## src/rtl/byte_framer.sv

```systemverilog
// ============================================================================
// Module   : byte_framer
// Purpose  : Link-layer framer: wraps payload in STP/SDP..END/EDB, emits IDL
//            when idle and inserts periodic COM+3xSKP ordered sets.
// Revision : 1.0
// ============================================================================
`default_nettype none

module byte_framer #(
  parameter int BITS         = 8,
  parameter int SKP_INTERVAL = 32
) (
  input  logic            CLK,
  input  logic            RESET_L,
  input  logic [BITS-1:0] IN_DATA,
  input  logic            IN_VALID,
  input  logic            IN_LAST,
  input  logic            IN_TYPE,
  input  logic            IN_ABORT,
  output logic            IN_READY,
  output logic [BITS-1:0] D,
  output logic            DK,
  output logic            ERR
);

  localparam logic [BITS-1:0] c_stp = 8'hFB;
  localparam logic [BITS-1:0] c_sdp = 8'h5C;
  localparam logic [BITS-1:0] c_end = 8'hFD;
  localparam logic [BITS-1:0] c_edb = 8'hFE;
  localparam logic [BITS-1:0] c_com = 8'hBC;
  localparam logic [BITS-1:0] c_skp = 8'h1C;
  localparam logic [BITS-1:0] c_idl = 8'h7C;

  localparam int CW = $clog2(SKP_INTERVAL + 1);
  localparam logic [CW-1:0] c_skp_max = CW'(SKP_INTERVAL);

  typedef enum logic [1:0] {
    S_IDLE  = 2'd0,
    S_SKPOS = 2'd1,
    S_DATA  = 2'd2,
    S_ENDP  = 2'd3
  } state_t;

  state_t        r_state;
  logic [CW-1:0] r_cnt;
  logic [1:0]    r_sub;
  logic          r_abort;
  logic          w_pending;

  assign w_pending = (r_cnt == c_skp_max);
  assign IN_READY  = (r_state == S_DATA);

  always_ff @(posedge CLK) begin
    if (!RESET_L) begin
      r_state <= S_IDLE;
      r_cnt   <= '0;
      r_sub   <= '0;
      r_abort <= 1'b0;
      D       <= c_idl;
      DK      <= 1'b0;
      ERR     <= 1'b0;
    end else begin
      ERR <= 1'b0;
      // Saturating interval count; the COM branch below overrides with a clear.
      if (r_state != S_SKPOS && !w_pending)
        r_cnt <= r_cnt + 1'b1;
      case (r_state)
        S_IDLE: begin
          DK <= 1'b0;
          if (w_pending) begin
            D       <= c_com;
            r_cnt   <= '0;
            r_sub   <= '0;
            r_state <= S_SKPOS;
          end else if (IN_VALID) begin
            D       <= IN_TYPE ? c_sdp : c_stp;
            r_state <= S_DATA;
          end else begin
            D <= c_idl;
          end
        end
        S_SKPOS: begin
          D     <= c_skp;
          DK    <= 1'b0;
          r_sub <= r_sub + 1'b1;
          if (r_sub == 2'd2)
            r_state <= S_IDLE;
        end
        S_DATA: begin
          if (IN_VALID) begin
            D  <= IN_DATA;
            DK <= 1'b1;
            if (IN_LAST) begin
              r_abort <= IN_ABORT;
              r_state <= S_ENDP;
            end
          end else begin
            // Source ran dry mid-packet: nullify it on the wire.
            D       <= c_edb;
            DK      <= 1'b0;
            ERR     <= 1'b1;
            r_state <= S_IDLE;
          end
        end
        S_ENDP: begin
          D       <= r_abort ? c_edb : c_end;
          DK      <= 1'b0;
          r_abort <= 1'b0;
          r_state <= S_IDLE;
        end
        default: begin
          D       <= c_idl;
          DK      <= 1'b0;
          r_state <= S_IDLE;
        end
      endcase
    end
  end

endmodule

`default_nettype wire

```

## config.mk

```make
export PLATFORM = sky130hd
export DESIGN_NAME = byte_framer
export DESIGN_NICKNAME = d
export VERILOG_FILES = /design/src/rtl/byte_framer.sv
export SDC_FILE = /design/constraint.sdc
export NUM_CORES = 1
export LEC_CHECK = 0
export BUFFER_PORTS_ARGS = -buffer_cell sky130_fd_sc_hd__clkbuf_2
export CAP_MARGIN = 20
export CORE_MARGIN = 1
export CORE_UTILIZATION = 35
export DETAILED_ROUTE_END_ITERATION = 7
export PLACE_DENSITY = 0.58
export SLEW_MARGIN = 15
export SYNTH_ARGS = -nofsm -noshare
export SYNTH_HDL_FRONTEND = slang
export SYNTH_SLANG_ARGS = --single-unit
```

## constraint.sdc

```tcl
create_clock -name CLK -period 1.9 [get_ports CLK]
set_input_delay 0 -clock CLK [delete_from_list [all_inputs] [get_ports CLK]]
set_output_delay 0 -clock CLK [all_outputs]
set_load 0.02 [all_outputs]
```

==> results.sh <==
export IMPL_status="finished with violations"
export IMPL_violations="DRC"
export IMPL_final_hold_viol_count=0
export IMPL_crit_path_start_kind="flop"
export IMPL_synthToLayoutAreaGrowth_pct=17.1
export IMPL_ys_async_sr_fraction=0
export IMPL_hold_depth=3
export IMPL_synthTopCellsByArea="dfxtp_1 (40%), ha_1 (8.3%), o21ai_0 (5.2%), a21oi_1 (4.3%), nand2b_1 (4.1%)"
export IMPL_coreArea_um2=2810
export IMPL_synth_main_ff_cell="dfxtp_1"
export IMPL_power_leakage_nw=0.539
export IMPL_tns_ns=0
export IMPL_internal_power_w=0.000710
export IMPL_syn_area_per_cell_um2=8.76
export IMPL_place_congestion=0.825
export IMPL_final_min_clock_period_ns=1.64
export IMPL_route_detailed_drc=4
export IMPL_grt_max_degree=16
export IMPL_synth_area_leader_cell="dfxtp_1"
export IMPL_cts_resized=0
export IMPL_h_tree_depth=1
export IMPL_diodes=0
export IMPL_synth_seq_area_share=0.397
export IMPL_syn_inst=121
export IMPL_clk_pin_slew_ns=0.11
export IMPL_end_kind="flop"
export IMPL_power_density_nw_per_um2=872
export IMPL_netlist_area_um2=1060
export IMPL_switching_share=0.344
export IMPL_path_cells="inv_1, ha_1, or3b_4, nor3_2, nand2b_1, nor2_1"
export IMPL_fin_crit_sh=0.865
export IMPL_setup_viol=0
export IMPL_grt_pass1_wl_um=3810
export IMPL_nFillCells=284
export IMPL_p_seq_frac=0.473
export IMPL_clock_sinks=21
export IMPL_crit_type="flop to flop"
export IMPL_layout_drive_gt1_share=0.224
export IMPL_synth_seq_cells=21
export IMPL_initial_core_util=0.378
export IMPL_cts_inserted_buffers=3
export IMPL_worstMarginPinSlew_ns=0.445
export IMPL_chipHeight_um=57.0
export IMPL_fin_nets=169
export IMPL_cts_tree="done"
export IMPL_rows=19
export IMPL_finClkSkew_ns=0.00311
export IMPL_io_buffers=24
export IMPL_hp_class="input pin to flop"
export IMPL_drt_antenna_violating_nets=0
export IMPL_synth_warnings=0
export IMPL_setup_ws_ns=0.256
export IMPL_finalMaxSlewViolations=0
export IMPL_first_global_vias=867
export IMPL_maxCapViolCount=0
export IMPL_slowest_stage="or3b_4"
export IMPL_slowest_delay_ns=0.40
export IMPL_cts_path_max_buffers=2
export IMPL_ir_drop_v=0.000334
export IMPL_p_sw_w=0.000372
export IMPL_die_w_um=57.0
export IMPL_cp_max_fo=6
export IMPL_clock_fmax_mhz=608
export IMPL_cts_root_buffer="clkbuf_4"
export IMPL_multi_input_area_um2=594
export IMPL_post_cts_setup_buffers=0
export IMPL_cts_hold_buf=0
export IMPL_dieArea_um2=3250
export IMPL_dp_hpwl_um=1690
export IMPL_antenna_found_initial=0
export IMPL_vias=912
export IMPL_dr_pass1_iters=6
export IMPL_comb_power_share=0.329
export IMPL_r2r_cells=6
export IMPL_io_pins=25
export IMPL_synth_edf_count=0
export IMPL_wire_per_inst_um=12.6
export IMPL_placed_cells=174
export IMPL_final_cells=178
export IMPL_synth_cell_types=33
export IMPL_worstPathRequired_ns=2.10
export IMPL_regArea_um2=420
export IMPL_rsz0062_at_grt="false"
export IMPL_drt_iter0_drc=20
export IMPL_yosysTopAreaCellShare=0.397
export IMPL_grt_ovfl_total=0
export IMPL_dpl_worst_slack_ns=0.299
export IMPL_clkPwrFrac=0.198
export IMPL_detail_route_vias_per_cell=5.12
export IMPL_drt_wl_total_um=2230
export IMPL_syn_nets=142
export IMPL_gr_usage_all_layers=0.153
export IMPL_clk_latency_ns=0.30
export IMPL_slew_headroom=0.703
export IMPL_crit_arrival_ns=1.84
layout by cell type (no fill, tap or decap), types with 2 or more instances in the layout:
master	n
nand2b_1	7
o21a_1	2
clkbuf_2	24
and2_1	2
nor3b_1	2
nand3_1	3
nand2_1	10
a21oi_1	9
xnor2_1	2
nor2_1	8
clkbuf_4	3
o21ai_0	11
and3_1	4
inv_1	9
ha_1	7
xor2_1	2
mux2i_1	3
dfxtp_1	21
per-layer routing:
layer / track usage / vias up / part of all wire
li1: - / 469 / -
met1: 0.205 / 418 / 0.52
met2: 0.227 / 20 / 0.41
met3: 0.0340 / 5 / 0.049
met4: 0.0906 / 0 / 0.020
met5: 0 / - / 0
registers in the layout, indices dropped and copies added (netlist names):
name,cells
D,8
DK,1
ERR,1
r_abort,1
r_cnt,6
r_state,2
r_sub,2
cell type report:
type                    instances  share of cell area
inverters                       9              0.0272
flip-flops and latches         21               0.339
repair buffers                 25               0.103
well taps                      31              0.0313
clock buffers                   4              0.0212
multi-input cells              88               0.479
synthesized netlist by cell type (2+ instances only):
library cell,instances
dfxtp_1,21
o21ai_0,11
nand2_1,10
a21oi_1,9
inv_1,9
nor2_1,8
ha_1,7
nand2b_1,7
and3_1,4
clkbuf_1,3
mux2i_1,3
nand3_1,3
and2_1,2
nor3b_1,2
o21a_1,2
xnor2_1,2
xor2_1,2
final timing paths:
| kind | startpoint | to | slack (ns) |
|---|---|---|---|
| min reg2reg | r_sub[0] | r_sub[0] | 0.50 |
| min | IN_TYPE | D[7] | 0.02 |
| max | r_cnt[0] | r_cnt[1] | 0.26 |
| max reg2reg | r_cnt[0] | r_cnt[1] | 0.26 |
critical path: cells and delay by family, from the launching register on:
family	cells	cell delay [ns]
AND/OR/NAND/NOR	4	0.97
adder cells (fa/ha/maj)	1	0.15
buffers and inverters	1	0.06
flip-flops	1	0.36
power groups by stage:
stage | combinational (W) | sequential [W] | clock, W
6_report | 0.000356 | 0.000511 | 0.000215
5_1_grt | 0.000398 | 0.000515 | 0.000249
4_1_cts | 0.000357 | 0.000512 | 0.000224
3_5_place_dp | 0.000355 | 0.000522 | 0
3_3_place_gp | 0.000355 | 0.000520 | 0
2_1_floorplan | 0.000216 | 0.000559 | 0
per-stage QoR:
stage / util / hold slack, ns / power, W / area (um^2)
after floorplan: - / 0.157 / 0.000775 / 1060
after detailed placement: 0.433 / 0.346 / 0.000877 / 1210
after CTS: 0.442 / 0.0154 / 0.00109 / 1240
final: 0.442 / 0.0220 / 0.00108 / 1240
after global placement: 0.433 / 0.349 / 0.000875 / 1210
after global routing: 0.442 / 0.00180 / 0.00116 / 1240
logic make-up (layout without fill, tap and decap cells):
logic type      count (synthesis)  in the layout  share of synthesized area
compound gates                 30             30                      0.189
flops                          21             21                      0.397
xor+xnor                        4              4                     0.0331
mux                             3              3                     0.0283
fa+ha+maj                       7              7                     0.0826
buf+inv                        12             38                     0.0425
simple gates                   44             44                      0.228
Note: power is estimated with default switching activity, not from simulation.
